$ cat config.mk
export PLATFORM = sky130hd
export DESIGN_NAME = handwrite_preproc_flat
export DESIGN_NICKNAME = d
export VERILOG_FILES = /design/src/rtl/handwrite_preproc_if.sv /design/src/rtl/handwrite_preproc.sv /design/src/flat_wrapper.sv
export SDC_FILE = /design/constraint.sdc
export NUM_CORES = 2
export LEC_CHECK = 0
export CORE_AREA = 2 2 443 445
export DETAILED_ROUTE_END_ITERATION = 8
export DIE_AREA = 0 0 445 447
export SYNTH_ARGS = -nofsm -noshare
export SYNTH_HDL_FRONTEND = slang
export SYNTH_SLANG_ARGS = --single-unit
$ cat constraint.sdc
create_clock -name i_clk -period 48.8 [get_ports i_clk]
set_clock_uncertainty 0.05 [all_clocks]
set_input_delay 7.32 -clock i_clk [delete_from_list [all_inputs] [get_ports i_clk]]
set_output_delay 7.32 -clock i_clk [all_outputs]
set_load 0.01 [all_outputs]
$ cat src/rtl/handwrite_preproc_if.sv
// Pixel stream from handwrite_preproc to the digit classifier.
//   o_pix        8-bit pixel intensity
//   o_pix_row    output row 0..27 of o_pix
//   o_pix_col    output column 0..27 of o_pix
//   o_pix_last   marks pixel (27,27)
//   o_pix_valid  pixel valid
//   i_pix_ready  consumer accepts the pixel
// master: the preprocessor (drives pixels); slave: the consumer.
interface handwrite_preproc_if;
  localparam int unsigned PIX_W = 8;
  localparam int unsigned CRD_W = 5;

  logic [PIX_W-1:0] o_pix;
  logic [CRD_W-1:0] o_pix_row;
  logic [CRD_W-1:0] o_pix_col;
  logic             o_pix_last;
  logic             o_pix_valid;
  logic             i_pix_ready;

  modport master (
    output o_pix, o_pix_row, o_pix_col, o_pix_last, o_pix_valid,
    input  i_pix_ready
  );

  modport slave (
    input  o_pix, o_pix_row, o_pix_col, o_pix_last, o_pix_valid,
    output i_pix_ready
  );
endinterface

$ cat src/rtl/handwrite_preproc.sv
// Handwriting preprocessor: snapshots the 30x30 bitmap on i_start, scans it
// for the bounding box of set pixels, then streams a 28x28 crop centred on
// that box over a valid/ready pixel interface.
//   i_clk, i_rst   clock, asynchronous active-high reset
//   i_start        one-cycle request to process i_bitmap (accepted in IDLE)
//   i_bitmap       source bitmap, bit row*30+col
//   o_busy         high whenever not IDLE
//   o_empty        last snapshot had no set pixel (held until next start)
//   o_done         one-cycle pulse after the last pixel is accepted
//   bus            pixel stream (master side)
module handwrite_preproc #(
  parameter int unsigned SRC_DIM = 30,
  parameter int unsigned OUT_DIM = 28,
  parameter logic [7:0]  PIX_ON  = 8'hFF
) (
  input  logic                         i_clk,
  input  logic                         i_rst,
  input  logic                         i_start,
  input  logic [SRC_DIM*SRC_DIM-1:0]   i_bitmap,
  output logic                         o_busy,
  output logic                         o_empty,
  output logic                         o_done,
  handwrite_preproc_if.master          bus
);

  localparam int unsigned NBITS = SRC_DIM * SRC_DIM;
  localparam int unsigned IDX_W = $clog2(NBITS);
  localparam int unsigned CW    = 5;
  localparam int unsigned OFF_W = 6;
  localparam int unsigned SRC_W = 7;
  localparam logic [CW-1:0]    SRC_LAST = CW'(SRC_DIM - 1);
  localparam logic [CW-1:0]    OUT_LAST = CW'(OUT_DIM - 1);
  localparam logic [OFF_W-1:0] CENTER   = OFF_W'(OUT_DIM / 2 - 1);

  typedef enum logic [1:0] {IDLE, SCAN, CALC, STREAM} state_t;

  state_t state, state_nxt;

  logic [NBITS-1:0]        snap;
  logic [CW-1:0]           scan_r, scan_c;
  logic [CW-1:0]           min_r, min_c, max_r, max_c;
  logic                    found;
  logic signed [OFF_W-1:0] off_r, off_c;

  logic                    accept;
  logic                    scan_bit;
  logic                    scan_end;
  logic [CW:0]             sum_r, sum_c;
  logic [CW-1:0]           mid_r, mid_c;
  logic signed [OFF_W-1:0] calc_off_r, calc_off_c;
  logic [CW-1:0]           adv_row, adv_col;

  logic [CW-1:0]           lk_row, lk_col;
  logic signed [OFF_W-1:0] lk_off_r, lk_off_c;
  logic signed [SRC_W-1:0] lk_src_r, lk_src_c;
  logic                    lk_in;
  logic [IDX_W-1:0]        lk_idx;
  logic [7:0]              lk_pix;

  logic                    nxt_busy, nxt_valid, nxt_last, nxt_done, nxt_empty;
  logic [7:0]              nxt_pix;
  logic [CW-1:0]           nxt_row, nxt_col;

  assign accept   = bus.o_pix_valid && bus.i_pix_ready;
  assign scan_end = (scan_r == SRC_LAST) && (scan_c == SRC_LAST);
  assign scan_bit = snap[IDX_W'(scan_r) * IDX_W'(SRC_DIM) + IDX_W'(scan_c)];

  // Crop offset: box centre minus (OUT_DIM/2 - 1); an empty box uses 1
  always_comb begin
    sum_r      = (CW+1)'(min_r) + (CW+1)'(max_r);
    sum_c      = (CW+1)'(min_c) + (CW+1)'(max_c);
    mid_r      = CW'(sum_r >> 1);
    mid_c      = CW'(sum_c >> 1);
    calc_off_r = OFF_W'(1);
    calc_off_c = OFF_W'(1);
    if (found) begin
      calc_off_r = OFF_W'(mid_r) - CENTER;
      calc_off_c = OFF_W'(mid_c) - CENTER;
    end
  end

  // Row-major successor of the current output coordinate
  always_comb begin
    adv_col = (bus.o_pix_col == OUT_LAST) ? '0 : bus.o_pix_col + CW'(1);
    adv_row = (bus.o_pix_col == OUT_LAST) ? bus.o_pix_row + CW'(1) : bus.o_pix_row;
  end

  // Snapshot lookup for the pixel about to be presented: (0,0) with the fresh
  // offsets while in CALC, otherwise the successor with the latched offsets
  always_comb begin
    lk_row   = adv_row;
    lk_col   = adv_col;
    lk_off_r = off_r;
    lk_off_c = off_c;
    if (state == CALC) begin
      lk_row   = '0;
      lk_col   = '0;
      lk_off_r = calc_off_r;
      lk_off_c = calc_off_c;
    end
    lk_src_r = $signed({2'b00, lk_row}) + SRC_W'(lk_off_r);
    lk_src_c = $signed({2'b00, lk_col}) + SRC_W'(lk_off_c);
    lk_in    = !lk_src_r[SRC_W-1] && (lk_src_r[SRC_W-2:0] <= (SRC_W-1)'(SRC_DIM - 1)) &&
               !lk_src_c[SRC_W-1] && (lk_src_c[SRC_W-2:0] <= (SRC_W-1)'(SRC_DIM - 1));
    lk_idx   = IDX_W'(lk_src_r[CW-1:0]) * IDX_W'(SRC_DIM) + IDX_W'(lk_src_c[CW-1:0]);
    lk_pix   = (lk_in && snap[lk_idx]) ? PIX_ON : 8'h00;
  end

  // State register
  always_ff @(posedge i_clk or posedge i_rst) begin
    if (i_rst) state <= IDLE;
    else       state <= state_nxt;
  end

  // Next-state logic
  always_comb begin
    state_nxt = state;
    case (state)
      IDLE:    if (i_start) state_nxt = SCAN;
      SCAN:    if (scan_end) state_nxt = CALC;
      CALC:    state_nxt = STREAM;
      STREAM:  if (accept && bus.o_pix_last) state_nxt = IDLE;
      default: state_nxt = IDLE;
    endcase
  end

  // Next values of the registered outputs
  always_comb begin
    nxt_busy  = (state_nxt != IDLE);
    nxt_valid = bus.o_pix_valid;
    nxt_pix   = bus.o_pix;
    nxt_row   = bus.o_pix_row;
    nxt_col   = bus.o_pix_col;
    nxt_last  = bus.o_pix_last;
    nxt_done  = 1'b0;
    nxt_empty = o_empty;
    case (state)
      IDLE: if (i_start) nxt_empty = 1'b0;
      CALC: begin
        nxt_valid = 1'b1;
        nxt_pix   = lk_pix;
        nxt_row   = '0;
        nxt_col   = '0;
        nxt_last  = 1'b0;
        if (!found) nxt_empty = 1'b1;
      end
      STREAM: begin
        if (accept) begin
          if (bus.o_pix_last) begin
            nxt_valid = 1'b0;
            nxt_pix   = '0;
            nxt_row   = '0;
            nxt_col   = '0;
            nxt_last  = 1'b0;
            nxt_done  = 1'b1;
          end else begin
            nxt_pix   = lk_pix;
            nxt_row   = adv_row;
            nxt_col   = adv_col;
            nxt_last  = (adv_row == OUT_LAST) && (adv_col == OUT_LAST);
          end
        end
      end
      default: ;
    endcase
  end

  // Output registers
  always_ff @(posedge i_clk or posedge i_rst) begin
    if (i_rst) begin
      o_busy          <= 1'b0;
      o_empty         <= 1'b0;
      o_done          <= 1'b0;
      bus.o_pix_valid <= 1'b0;
      bus.o_pix       <= '0;
      bus.o_pix_row   <= '0;
      bus.o_pix_col   <= '0;
      bus.o_pix_last  <= 1'b0;
    end else begin
      o_busy          <= nxt_busy;
      o_empty         <= nxt_empty;
      o_done          <= nxt_done;
      bus.o_pix_valid <= nxt_valid;
      bus.o_pix       <= nxt_pix;
      bus.o_pix_row   <= nxt_row;
      bus.o_pix_col   <= nxt_col;
      bus.o_pix_last  <= nxt_last;
    end
  end

  // Snapshot, scan counters, bounding box and crop offsets
  always_ff @(posedge i_clk or posedge i_rst) begin
    if (i_rst) begin
      snap   <= '0;
      scan_r <= '0;
      scan_c <= '0;
      min_r  <= SRC_LAST;
      min_c  <= SRC_LAST;
      max_r  <= '0;
      max_c  <= '0;
      found  <= 1'b0;
      off_r  <= '0;
      off_c  <= '0;
    end else begin
      case (state)
        IDLE: begin
          if (i_start) begin
            snap   <= i_bitmap;
            scan_r <= '0;
            scan_c <= '0;
            min_r  <= SRC_LAST;
            min_c  <= SRC_LAST;
            max_r  <= '0;
            max_c  <= '0;
            found  <= 1'b0;
          end
        end
        SCAN: begin
          if (scan_bit) begin
            found <= 1'b1;
            if (scan_r < min_r) min_r <= scan_r;
            if (scan_r > max_r) max_r <= scan_r;
            if (scan_c < min_c) min_c <= scan_c;
            if (scan_c > max_c) max_c <= scan_c;
          end
          if (scan_c == SRC_LAST) begin
            scan_c <= '0;
            scan_r <= scan_r + CW'(1);
          end else begin
            scan_c <= scan_c + CW'(1);
          end
        end
        CALC: begin
          off_r <= calc_off_r;
          off_c <= calc_off_c;
        end
        default: ;
      endcase
    end
  end

endmodule

$ cat src/flat_wrapper.sv
// flat-port wrapper written by rule: the top's interface ports become plain ports
module handwrite_preproc_flat 
#(
  parameter int unsigned SRC_DIM = 30,
  parameter int unsigned OUT_DIM = 28,
  parameter logic [7:0]  PIX_ON  = 8'hFF
)
  (i_clk, i_rst, i_start, i_bitmap, o_busy, o_empty, o_done, bus_o_pix, bus_o_pix_row, bus_o_pix_col, bus_o_pix_last, bus_o_pix_valid, bus_i_pix_ready);
  handwrite_preproc_if bus_i ();
  input  logic i_clk;
  input  logic i_rst;
  input  logic i_start;
  input  logic [SRC_DIM*SRC_DIM-1:0] i_bitmap;
  output logic o_busy;
  output logic o_empty;
  output logic o_done;
  output wire logic [$bits(bus_i.o_pix)-1:0] bus_o_pix;
  output wire logic [$bits(bus_i.o_pix_row)-1:0] bus_o_pix_row;
  output wire logic [$bits(bus_i.o_pix_col)-1:0] bus_o_pix_col;
  output wire logic [$bits(bus_i.o_pix_last)-1:0] bus_o_pix_last;
  output wire logic [$bits(bus_i.o_pix_valid)-1:0] bus_o_pix_valid;
  input wire logic [$bits(bus_i.i_pix_ready)-1:0] bus_i_pix_ready;
  assign bus_o_pix = bus_i.o_pix;
  assign bus_o_pix_row = bus_i.o_pix_row;
  assign bus_o_pix_col = bus_i.o_pix_col;
  assign bus_o_pix_last = bus_i.o_pix_last;
  assign bus_o_pix_valid = bus_i.o_pix_valid;
  assign bus_i.i_pix_ready = bus_i_pix_ready;
  handwrite_preproc #(.SRC_DIM(SRC_DIM), .OUT_DIM(OUT_DIM), .PIX_ON(PIX_ON)) u_core (.i_clk(i_clk), .i_rst(i_rst), .i_start(i_start), .i_bitmap(i_bitmap), .o_busy(o_busy), .o_empty(o_empty), .o_done(o_done), .bus(bus_i));
endmodule
==> qor.txt <==
Final nets = 7254
Top Ports = 927
Antenna violations before repair = 77
Die W = 445 µm
Ys async rst share = 100%
CP startpoint kind = primary input
Data required, critical path = 49.45 ns
Lkg Pwr = 33.0 nW
DRC errors left = 0
CTS tree = done
Initial Utilization = 27.8%
Cts bufs inserted = 111
Worst Setup SP = i_start
Hold path start = u_core.snap[120]
DR WL/cell = 25.6 µm
Fill count = 19500
Crit path DAT = 12.04 ns
Tmin final = 11.38 ns
Post-synthesis sequential area ratio = 44.6%
All-Layer GR Usage = 22.6%
GP Congestion = 0.875
CP Cell Sequence = clkdlybuf4s50_1, nand2_4, buf_4, buf_4, buf_4, buf_4, nand2_1, nand2_1
Worst path slowest cell = buf_4
Drt pass-1 iters = 6
Yosys top cell by area = dfrtp_1
Slew HR = 22.2%
Max stage delay on crit path = 0.88 ns
Period utilization = 23.3%
Longest Clk Path Bufs = 3
Final Max Slew Viols = 0
Post-cts repair resize count = 0
Buf/Inv on CP = 5
Setup Buffers After CTS = 0
Routed Antenna Nets = 0
Unique masters post-synth = 78
Placed inst area = 65700 µm²
Power density cells = 31.8 nW/µm²
Clock sinks = 961
Total Power = 2.22 mW
Cts hold-fix bufs = 0
Post-DP HPWL = 169000 µm
First-pass GRT wire length = 327000 µm
Area contributors post-synth = dfrtp_1, mux4_2, nand2_1, ha_1, clkbuf_1
Layout cells sized above 1 = 13.1%
Worst-skew pair later-pin latency = 0.80 ns
Critical setup path kind = primary input to register
Crit-path most repeated cell = buf_4
DR iter-0 viols = 4191
Clock root cell = clkbuf_16
RSZ-0062 raised after global routing = false
FMAX = 87.9 MHz
Post-synth EDFFs = 0
Die height = 447 µm
Port bufs = 926
Finished Layout Cells = 8942
Area Growth Syn to Fin = 29.2%
Detail-routed via count per cell = 5.11
DIE AREA = 199000 µm²
Placed insts = 8682
Worst-path maximum fanout = 92
Maximum vdd drop = 0.0000771 V
H-Tree Depth = 3
Family with the most delay on the worst path = buffers and inverters
Core box area = 194000 µm²
Post-synth top area share = 44.2%
Post-Syn Area per Cell = 9.80 µm²
Yosys warnings = 0
Largest net degree at the start of global routing = 191
# rows = 162
Most common cell after layout, fill and taps aside = nand2_1
Global route total overflow = 0
Worst slew pin tran = 1.17 ns
Detailed-route via count = 45700
# setup viols final = 0
Total wire length = 229000 µm
Reg2reg start = u_core.bus.o_pix_col[0]
Number of global-route vias before repair = 46900
Final Cell Area = 69700 µm²
Pre-CTS setup slack = 36.74 ns
Flop and latch count out of synthesis = 961
Reg clk slew, reported paths = 0.06 ns
Mapped cell area = 54000 µm²
TNS Setup = 0 ns
Top FF cell, synth = dfrtp_1
Crit end category = register
Post-synthesis instance total = 5504
Synthesized Nets = 6505
MaxCap Viol Count = 0
Hold Crit Class = register to register
Commonest cells after routing, fill and taps aside = nand2_1, dfrtp_1, clkdlybuf4s50_1, mux4_2, clkbuf_16
Status = completed
Setup ws final = 37.42 ns
Hold Fails Final Rpt = 0
-- Yosys cell counts, types with 23 or more instances --
master,count
a21oi_1,47
a32oi_1,23
buf_1,45
buf_2,46
clkbuf_1,263
dfrtp_1,953
ha_1,79
inv_1,49
mux2i_1,67
mux4_2,508
nand2_1,2845
nand3_1,33
nor2_1,76
nor3_1,23
o21ai_0,49
xnor2_1,33
-- kinds of logic (layout without fill, tap and decap cells) --
kind of cell	count (synthesis)	after routing	share of synthesized area [%]
compound gates	282	282	3.70
fa+ha+maj	97	97	2.50
simple gates	3098	3098	22.3
mux	580	580	22.6
xor+xnor	53	53	0.874
flops	961	961	44.6
other cells	0	56	0
buf+inv	433	1273	3.46
-- power breakdown --
group | internal, mW | total, mW | switching (mW) | leakage, nW
logic | 0.210 | 0.518 | 0.307 | 17.8
registers | 0.799 | 0.802 | 0.00371 | 13.3
clock network | 0.528 | 0.898 | 0.370 | 1.92
total | 1.54 | 2.22 | 0.681 | 33.0
-- worst register-to-register path, stage by stage, from the launching register on --
cell and delay, ns:
dfrtp_1 0.46, ha_1 0.32, nand2_1 0.14, nor2_1 0.65
xnor2_1 0.21, nor2_1 0.07, ha_1 0.22, fa_1 0.44
xor2_1 0.43, inv_1 0.12, fa_1 0.55, inv_1 0.07
fa_1 0.56, fa_1 0.44, ha_1 0.35, nand2_1 0.08
o21ai_0 0.14, nor2b_4 0.58, buf_4 0.55, mux2i_1 0.21
mux2i_1 0.58, mux2_2 0.30, a21oi_1 0.07, mux2i_1 0.30
nand3b_1 0.11, o311ai_0 0.11
-- layout make-up --
cell class | instances | area (µm²) | share of cell area, %
multi-input cells | 4110 | 28200 | 40.5
flip-flops and latches | 961 | 24100 | 34.5
repair buffers | 1019 | 10000 | 14.4
clock buffers | 159 | 3260 | 4.67
well taps | 2542 | 3180 | 4.56
clock inverters | 45 | 652 | 0.935
inverters | 50 | 195 | 0.280
diodes | 56 | 140 | 0.201
-- flip-flops by register name, summed over array words and instances (netlist names) --
signal	flops
u_core.snap	900
u_core.off_c	6
u_core.off_r	6
u_core.bus.o_pix_col	5
u_core.bus.o_pix_row	5
u_core.max_c	5
u_core.max_r	5
u_core.min_c	5
u_core.min_r	5
u_core.scan_c	5
u_core.scan_r	5
u_core.state	2
u_core.bus.o_pix	1
u_core.bus.o_pix_last	1
u_core.bus.o_pix_valid	1
u_core.found	1
u_core.o_busy	1
u_core.o_done	1
u_core.o_empty	1
-- final timing paths --
check | endpoint | slack (ns) | depth (start not counted)
setup / recovery | u_core.snap[440] | 37.42 | 8
hold / removal | u_core.snap[120] | 0.44 | 2
setup reg to reg | u_core.bus.o_pix[6] | 40.64 | 25
hold reg to reg | u_core.snap[120] | 0.44 | 2
max in group asynchronous | u_core.snap[526] | 37.96 | 6
min in group asynchronous | u_core.snap[198] | 7.00 | 2
-- per-layer routing --
metal  GRT usage [%]  vias to the layer above  wire length, µm
met1            28.2                    23200            88900
li1                -                    20200                -
met2            36.9                     1869           112000
met4            13.7                       20            13700
met3            3.70                      455            14000
met5               0                        -              132
-- through the flow --
| step | utilization (%) | hold WS [ns] |
|---|---|---|
| global placement | 33.8 | 0.419 |
| global route | 35.9 | 0.462 |
| detailed placement | 33.8 | 0.429 |
| CTS | 35.8 | 0.445 |
| finish | 35.9 | 0.441 |
| floorplan | - | 0.403 |
(Power assumes the default switching activity.)
